===== config.mk =====
export PLATFORM = sky130hd
export DESIGN_NAME = mmio_uart_ctrl_flat
export DESIGN_NICKNAME = d
export VERILOG_FILES = /design/src/rtl/mmio_uart_ctrl_if.sv /design/src/rtl/mmio_uart_ctrl.sv /design/src/flat_wrapper.sv
export SDC_FILE = /design/constraint.sdc
export NUM_CORES = 1
export LEC_CHECK = 0
export BUFFER_PORTS_ARGS = -buffer_cell sky130_fd_sc_hd__buf_2
export CORE_ASPECT_RATIO = 1.1
export CORE_MARGIN = 4
export CORE_UTILIZATION = 50
export DETAILED_ROUTE_END_ITERATION = 6
export GPL_TIMING_DRIVEN = 0
export PLACE_DENSITY = 0.74
export SLEW_MARGIN = 20
export SYNTH_ARGS = -nofsm -noshare
export SYNTH_HDL_FRONTEND = slang
export SYNTH_SLANG_ARGS = --single-unit

===== constraint.sdc =====
create_clock -name clk -period 4.65 [get_ports clk]
set_input_delay 0.465 -clock clk [delete_from_list [all_inputs] [get_ports clk]]
set_output_delay 0.465 -clock clk [all_outputs]
set_load 0.05 [all_outputs]

===== src/rtl/mmio_uart_ctrl_if.sv =====
// CPU-side MMIO bus plus uart byte-stream handshakes for mmio_uart_ctrl.
//
// Handshake rule for both uart streams: a byte moves on a rising clk edge
// where valid and ready are both high. The producer holds valid and data
// stable until that edge. Valid never depends combinationally on ready.
interface mmio_uart_ctrl_if;
  // CPU MEM-stage access, same timing as the dmem port
  logic        mmio_en;
  logic [3:0]  mmio_we;
  logic [31:0] mmio_addr;
  logic [31:0] mmio_din;
  logic [31:0] mmio_dout;
  logic        inst_retire;
  // uart transmit stream (controller produces)
  logic [7:0]  uart_tx_data;
  logic        uart_tx_valid;
  logic        uart_tx_ready;
  // uart receive stream (controller consumes)
  logic [7:0]  uart_rx_data;
  logic        uart_rx_valid;
  logic        uart_rx_ready;

  // CPU + uart side
  modport master (
    output mmio_en, mmio_we, mmio_addr, mmio_din, inst_retire,
    input  mmio_dout,
    input  uart_tx_data, uart_tx_valid,
    output uart_tx_ready,
    output uart_rx_data, uart_rx_valid,
    input  uart_rx_ready
  );

  // controller side
  modport slave (
    input  mmio_en, mmio_we, mmio_addr, mmio_din, inst_retire,
    output mmio_dout,
    output uart_tx_data, uart_tx_valid,
    input  uart_tx_ready,
    input  uart_rx_data, uart_rx_valid,
    output uart_rx_ready
  );
endinterface


===== src/rtl/mmio_uart_ctrl.sv =====
// MMIO controller: decodes CPU accesses in the I/O region, sequences a
// single-byte uart TX holding register and RX buffer, and provides
// free-running cycle and retired-instruction counters. Load data is
// registered (one-cycle latency, like dmem) and reflects state before the
// edge that captures it.
module mmio_uart_ctrl #(
  parameter logic [31:0] MMIO_BASE = 32'h8000_0000,
  parameter int unsigned CNT_WIDTH = 32
) (
  input  logic            clk,
  input  logic            rst,
  mmio_uart_ctrl_if.slave bus,
  output logic            dbg_tx_state_o
);

  typedef enum logic [0:0] {
    TX_IDLE = 1'b0,
    TX_PEND = 1'b1
  } tx_state_t;

  // Word indices (addr[27:2]) of the mapped registers
  localparam logic [25:0] W_CTRL = 26'd0;
  localparam logic [25:0] W_RX   = 26'd1;
  localparam logic [25:0] W_TX   = 26'd2;
  localparam logic [25:0] W_CYC  = 26'd4;
  localparam logic [25:0] W_INS  = 26'd5;
  localparam logic [25:0] W_CLR  = 26'd6;

  tx_state_t             tx_state_q, tx_state_d;
  logic [7:0]            tx_data_q, tx_data_d;
  logic                  rx_full_q, rx_full_d;
  logic [7:0]            rx_byte_q, rx_byte_d;
  logic [CNT_WIDTH-1:0]  cyc_q, cyc_d;
  logic [CNT_WIDTH-1:0]  ins_q, ins_d;
  logic [31:0]           dout_q, dout_d;

  logic        hit;
  logic        is_load;
  logic        is_store;
  logic [25:0] word;
  logic        tx_store;
  logic        cnt_clear;
  logic        rx_pop;
  logic        rx_take;
  logic        tx_pending;
  logic [31:0] rdata;
  logic [31:0] cyc_rd;
  logic [31:0] ins_rd;

  // Byte-offset bits and upper store-data lanes are deliberately ignored
  logic unused_bits;
  assign unused_bits = ^{bus.mmio_addr[1:0], bus.mmio_din[31:8]};

  // Address decode: only the top nibble selects the region
  always_comb begin
    hit       = bus.mmio_en && (bus.mmio_addr[31:28] == MMIO_BASE[31:28]);
    word      = bus.mmio_addr[27:2];
    is_load   = hit && (bus.mmio_we == 4'b0000);
    is_store  = hit && (bus.mmio_we != 4'b0000);
    tx_store  = is_store && (word == W_TX) && bus.mmio_we[0];
    cnt_clear = is_store && (word == W_CLR);
    rx_pop    = is_load && (word == W_RX) && rx_full_q;
    rx_take   = bus.uart_rx_valid && !rx_full_q;
  end

  // TX FSM: hold one byte until the uart accepts it; stores while pending are dropped
  always_comb begin
    tx_state_d = tx_state_q;
    tx_data_d  = tx_data_q;
    case (tx_state_q)
      TX_IDLE: begin
        if (tx_store) begin
          tx_data_d  = bus.mmio_din[7:0];
          tx_state_d = TX_PEND;
        end
      end
      TX_PEND: begin
        if (bus.uart_tx_ready) begin
          tx_state_d = TX_IDLE;
        end
      end
      default: tx_state_d = TX_IDLE;
    endcase
  end

  // RX buffer: capture when empty; a load of the RX register empties it
  always_comb begin
    rx_full_d = rx_full_q;
    rx_byte_d = rx_byte_q;
    if (rx_take) begin
      rx_full_d = 1'b1;
      rx_byte_d = bus.uart_rx_data;
    end else if (rx_pop) begin
      rx_full_d = 1'b0;
    end
  end

  // Counters: clear wins over the same-cycle increment; both wrap naturally
  always_comb begin
    if (cnt_clear) begin
      cyc_d = '0;
      ins_d = '0;
    end else begin
      cyc_d = cyc_q + {{(CNT_WIDTH-1){1'b0}}, 1'b1};
      ins_d = ins_q + {{(CNT_WIDTH-1){1'b0}}, bus.inst_retire};
    end
  end

  // Read mux on current (pre-edge) state; write-only and unmapped words read 0
  always_comb begin
    tx_pending = (tx_state_q == TX_PEND);
    cyc_rd     = 32'(cyc_q);
    ins_rd     = 32'(ins_q);
    rdata      = 32'h0;
    case (word)
      W_CTRL:  rdata = {30'b0, rx_full_q, !tx_pending};
      W_RX:    rdata = rx_full_q ? {24'b0, rx_byte_q} : 32'h0;
      W_CYC:   rdata = cyc_rd;
      W_INS:   rdata = ins_rd;
      default: rdata = 32'h0;
    endcase
    dout_d = is_load ? rdata : 32'h0;
  end

  // State registers; reset drops any byte in flight
  always_ff @(posedge clk or posedge rst) begin
    if (rst) begin
      tx_state_q <= TX_IDLE;
      tx_data_q  <= 8'h00;
      rx_full_q  <= 1'b0;
      rx_byte_q  <= 8'h00;
      cyc_q      <= '0;
      ins_q      <= '0;
      dout_q     <= 32'h0;
    end else begin
      tx_state_q <= tx_state_d;
      tx_data_q  <= tx_data_d;
      rx_full_q  <= rx_full_d;
      rx_byte_q  <= rx_byte_d;
      cyc_q      <= cyc_d;
      ins_q      <= ins_d;
      dout_q     <= dout_d;
    end
  end

  // Outputs come straight from registers
  always_comb begin
    bus.mmio_dout     = dout_q;
    bus.uart_tx_data  = tx_data_q;
    bus.uart_tx_valid = (tx_state_q == TX_PEND);
    bus.uart_rx_ready = !rx_full_q;
    dbg_tx_state_o    = tx_state_q;
  end

endmodule


===== src/flat_wrapper.sv =====
// flat-port wrapper written by rule: the top's interface ports become plain ports
module mmio_uart_ctrl_flat 
#(
  parameter logic [31:0] MMIO_BASE = 32'h8000_0000,
  parameter int unsigned CNT_WIDTH = 32
)
  (clk, rst, dbg_tx_state_o, bus_mmio_en, bus_mmio_we, bus_mmio_addr, bus_mmio_din, bus_inst_retire, bus_mmio_dout, bus_uart_tx_data, bus_uart_tx_valid, bus_uart_tx_ready, bus_uart_rx_data, bus_uart_rx_valid, bus_uart_rx_ready);
  mmio_uart_ctrl_if bus_i ();
  input  logic clk;
  input  logic rst;
  output logic dbg_tx_state_o;
  input wire logic [$bits(bus_i.mmio_en)-1:0] bus_mmio_en;
  input wire logic [$bits(bus_i.mmio_we)-1:0] bus_mmio_we;
  input wire logic [$bits(bus_i.mmio_addr)-1:0] bus_mmio_addr;
  input wire logic [$bits(bus_i.mmio_din)-1:0] bus_mmio_din;
  input wire logic [$bits(bus_i.inst_retire)-1:0] bus_inst_retire;
  output wire logic [$bits(bus_i.mmio_dout)-1:0] bus_mmio_dout;
  output wire logic [$bits(bus_i.uart_tx_data)-1:0] bus_uart_tx_data;
  output wire logic [$bits(bus_i.uart_tx_valid)-1:0] bus_uart_tx_valid;
  input wire logic [$bits(bus_i.uart_tx_ready)-1:0] bus_uart_tx_ready;
  input wire logic [$bits(bus_i.uart_rx_data)-1:0] bus_uart_rx_data;
  input wire logic [$bits(bus_i.uart_rx_valid)-1:0] bus_uart_rx_valid;
  output wire logic [$bits(bus_i.uart_rx_ready)-1:0] bus_uart_rx_ready;
  assign bus_i.mmio_en = bus_mmio_en;
  assign bus_i.mmio_we = bus_mmio_we;
  assign bus_i.mmio_addr = bus_mmio_addr;
  assign bus_i.mmio_din = bus_mmio_din;
  assign bus_i.inst_retire = bus_inst_retire;
  assign bus_mmio_dout = bus_i.mmio_dout;
  assign bus_uart_tx_data = bus_i.uart_tx_data;
  assign bus_uart_tx_valid = bus_i.uart_tx_valid;
  assign bus_i.uart_tx_ready = bus_uart_tx_ready;
  assign bus_i.uart_rx_data = bus_uart_rx_data;
  assign bus_i.uart_rx_valid = bus_uart_rx_valid;
  assign bus_uart_rx_ready = bus_i.uart_rx_ready;
  mmio_uart_ctrl #(.MMIO_BASE(MMIO_BASE), .CNT_WIDTH(CNT_WIDTH)) u_core (.clk(clk), .rst(rst), .bus(bus_i), .dbg_tx_state_o(dbg_tx_state_o));
endmodule

==> flow_metrics.env <==
export IMPL_worstMarginPinSlew_ns=1.05
export IMPL_synth_sequential_area_ratio=0.501
export IMPL_synth_seq_cells=114
export IMPL_holdBufCountCts=0
export IMPL_top_cell_by_count_worst_path="sky130_fd_sc_hd__clkbuf_1"
export IMPL_worstPathBufferInverterCount=3
export IMPL_io_pins=125
export IMPL_die_y_microns=120
export IMPL_route_top_layer_used="met4"
export IMPL_worst_endpoint_arrival_ns=2.95
export IMPL_rr_worst_depth=7
export IMPL_synth_nets=636
export IMPL_critical_path_reg2reg_startpoint="u_core.ins_q[2]$_DFF_PP0_"
export IMPL_drtIter0Drc=275
export IMPL_crit_start="u_core.ins_q[2]$_DFF_PP0_"
export IMPL_fraction_of_registers_with_async_set_or_reset_after_synthesis=1.00
export IMPL_post_route_drc_count=0
export IMPL_finish_net_count=753
export IMPL_vias=4867
export IMPL_crit_fanout=10
export IMPL_hpwl_microns=10200
export IMPL_path_class="flop to flop"
export IMPL_yosys_cell_count_top_type="sky130_fd_sc_hd__dfrtp_1"
export IMPL_r2r_setup_slack_ns=1.97
export IMPL_cts_sink_count=114
export IMPL_cp_end_kind="flop"
export IMPL_startpoint_type="flop"
export IMPL_maxSlewHeadroom=0.294
export IMPL_synth_largest_area_cell="sky130_fd_sc_hd__dfrtp_1"
export IMPL_synthTopCellsByArea="sky130_fd_sc_hd__dfrtp_1 (50%), sky130_fd_sc_hd__mux2i_1 (5.3%), sky130_fd_sc_hd__a21oi_1 (3.0%)"
export IMPL_drt_met1_wl_microns=5860
export IMPL_core_area_sq_um=11000
export IMPL_antennaDiodeCount=0
export IMPL_min_delay_path_class="input pin to async pin"
export IMPL_final_instance_count_excl_fill=828
export IMPL_synth_common_cells="sky130_fd_sc_hd__dfrtp_1 (114), sky130_fd_sc_hd__a21oi_1 (34), sky130_fd_sc_hd__nor2_1 (34)"
export IMPL_overflow=0
export IMPL_cts_tree="built"
export IMPL_max_cap_viol_count=0
export IMPL_finalCritPeriodShare=0.577
export IMPL_regToRegEndpoint="u_core.ins_q[31]$_DFF_PP0_"
export IMPL_clk_path_buf_depth=2
export IMPL_final_setup_viol_count=0
export IMPL_port_buffers=97
export IMPL_min_period_ns=2.68
export IMPL_worstPathCellList="clkbuf_1 > nand3_1 > or4_1 > clkbuf_1 > clkbuf_1 > o31ai_1 > a21oi_1"
export IMPL_crit_required_ns=4.92
export IMPL_placedCellCount=796
export IMPL_synth_warning_count=0
export IMPL_syn_mean_instance_area_sq_um=10.3
export IMPL_synthCells=551
export IMPL_netlist_area_leader_share=0.501
export IMPL_cellLeakagePower_nw=3.08
export IMPL_die_area_sq_um=13200
export IMPL_finalCoreUtilization=0.631
export IMPL_mappedNetlistArea_sq_um=5690
export IMPL_ant_nets=0
export IMPL_cts_repair_resize_count=0
export IMPL_drtPass1Iterations=5
export IMPL_synth_top_flop_cell="sky130_fd_sc_hd__dfrtp_1"
export IMPL_run_status="complete, no violations"
export IMPL_rows=40
export IMPL_fin_worst_skew_ns=0.00796
export IMPL_synth_lib_cells_used_distinct=44
export IMPL_maxSlewViolCount=0
export IMPL_critical_path_slowest_cell="sky130_fd_sc_hd__or4_1"
export IMPL_slowest_delay_ns=0.61
export IMPL_grt_util_all_layers=0.233
export IMPL_vdd_ir_drop_worst_mv=0.251
export IMPL_routedWlPerCell_microns=17.4
export IMPL_max_freq_ghz=0.373
export IMPL_wire_length_of_the_first_global_routing_pass_microns=23800
export IMPL_htree_num_levels=4
export IMPL_floorplan_initialDensity=0.517
export IMPL_worst_setup_hold_path_clk_slew_ns=0.05
export IMPL_clk_root_buffer_cell="sky130_fd_sc_hd__clkbuf_16"
export IMPL_route_met2_wl_microns=7310
export IMPL_via_count_of_the_first_global_routing_pass=4931
export IMPL_met3_length_microns=884
export IMPL_postCtsSetupRepairBufs=0
export IMPL_synth_enable_flop_cells=0
export IMPL_crit_family="buffers and inverters"
export IMPL_numCtsBuffers=17
export IMPL_die_w_microns=110
export IMPL_gp_congestion=0.881
export IMPL_antenna_found_initial=0
export IMPL_final_layout_size_suffix_gt1_frac=0.264
export IMPL_routed_wirelength_microns=14400
export IMPL_largest_net_degree_at_the_start_of_global_routing=81
export IMPL_area_delta_synth_final_pct=22.0
export IMPL_vias_per_inst=5.88
export IMPL_insertion_delay_ns=0.42
export IMPL_power_density_cell_area_nw_per_um2=354
export IMPL_rsz0062_at_grt="no"
export IMPL_final_hold_viol_count=0
==> flip-flops by register name, indices dropped and copies added (netlist names) <==
register,flops
u_core.rx_byte_q,8
u_core.bus.uart_tx_valid,1
u_core.cyc_q,32
u_core.rx_full_q,1
u_core.ins_q,32
u_core.bus.mmio_dout,32
u_core.bus.uart_tx_data,8
==> logic make-up after synthesis <==
family | count (synthesis) | synth area share
and+or+nand+nor | 233 | 0.238
DFF | 114 | 0.501
AOI/OAI and AO/OA | 92 | 0.102
muxes | 45 | 0.0824
buffers and inverters | 41 | 0.0347
xor gates and xnor gates | 23 | 0.0354
adders and majority gates | 3 | 0.00659
==> power breakdown <==
group	leakage [nW]	total, mW	switching (mW)	internal (mW)
Sequential	1.52	1.07	0.0360	1.03
Combinational	1.28	0.170	0.0965	0.0738
Clock	0.275	1.22	0.438	0.787
Total	3.08	2.46	0.570	1.89
==> per-layer routing <==
layer / global-route usage / up-vias
li1: - / 2283
met1: 0.280 / 2365
met2: 0.387 / 192
met3: 0.0543 / 27
met4: 0.118 / 0
met5: 0 / -
==> cell type report <==
class	count	area [sq um]
well taps	147	184
plain buffers	28	149
fillers	923	4060
clock buffers	27	503
clock inverters	5	50.0
flip-flops and latches	114	2850
repair buffers	98	513
multi-input cells	396	2640
inverters	13	53.8
==> per-stage QoR <==
stage / TNS [ns] / area, sq um / power [mW] / hold slack [ns] / setup WS [ns]
CTS: 0 / 6950 / 2.48 / 0.0344 / 2.02
finish: 0 / 6950 / 2.46 / 0.0367 / 1.97
global route: 0 / 6950 / 2.56 / 0.0471 / 1.79
detailed placement: 0 / 6400 / 1.25 / 0.476 / 1.73
global placement: -12.87 / 6360 / 1.24 / 0.485 / -0.118
floorplan: 0 / 5690 / 1.19 / 0.481 / 1.17
==> placed cells by master (no fill, tap or decap), types with 8 or more instances in the layout <==
master,n
sky130_fd_sc_hd__o31ai_1,22
sky130_fd_sc_hd__nor3_1,12
sky130_fd_sc_hd__nand2_1,30
sky130_fd_sc_hd__clkbuf_16,17
sky130_fd_sc_hd__o21ai_0,13
sky130_fd_sc_hd__dfrtp_1,114
sky130_fd_sc_hd__mux2_2,15
sky130_fd_sc_hd__inv_1,12
sky130_fd_sc_hd__xor2_1,9
sky130_fd_sc_hd__a21boi_0,8
sky130_fd_sc_hd__nor2_1,34
sky130_fd_sc_hd__a21oi_1,34
sky130_fd_sc_hd__mux2i_1,30
sky130_fd_sc_hd__or4_1,22
sky130_fd_sc_hd__nor4_1,12
sky130_fd_sc_hd__or3_1,12
sky130_fd_sc_hd__nand3_1,24
sky130_fd_sc_hd__and3_1,9
sky130_fd_sc_hd__xnor2_1,14
sky130_fd_sc_hd__clkbuf_1,27
sky130_fd_sc_hd__nand4_1,23
sky130_fd_sc_hd__buf_2,97
sky130_fd_sc_hd__nor2_2,20
sky130_fd_sc_hd__and4_1,10
==> worst max path at each step <==
| stage | to | slack [ns] | depth (start not counted) |
|---|---|---|---|
| finish | u_core.ins_q[31]$_DFF_PP0_ | 1.97 | 7 |
| global placement | u_core.bus.mmio_dout[13]$_DFF_PP0_ | -0.12 | 2 |
| CTS | u_core.ins_q[31]$_DFF_PP0_ | 2.02 | 7 |
| floorplan | u_core.bus.mmio_dout[0]$_DFF_PP0_ | 1.17 | 1 |
| global route | u_core.ins_q[23]$_DFF_PP0_ | 1.79 | 7 |
| detailed placement | u_core.cyc_q[26]$_DFF_PP0_ | 1.73 | 6 |
(Power assumes the default switching activity.)
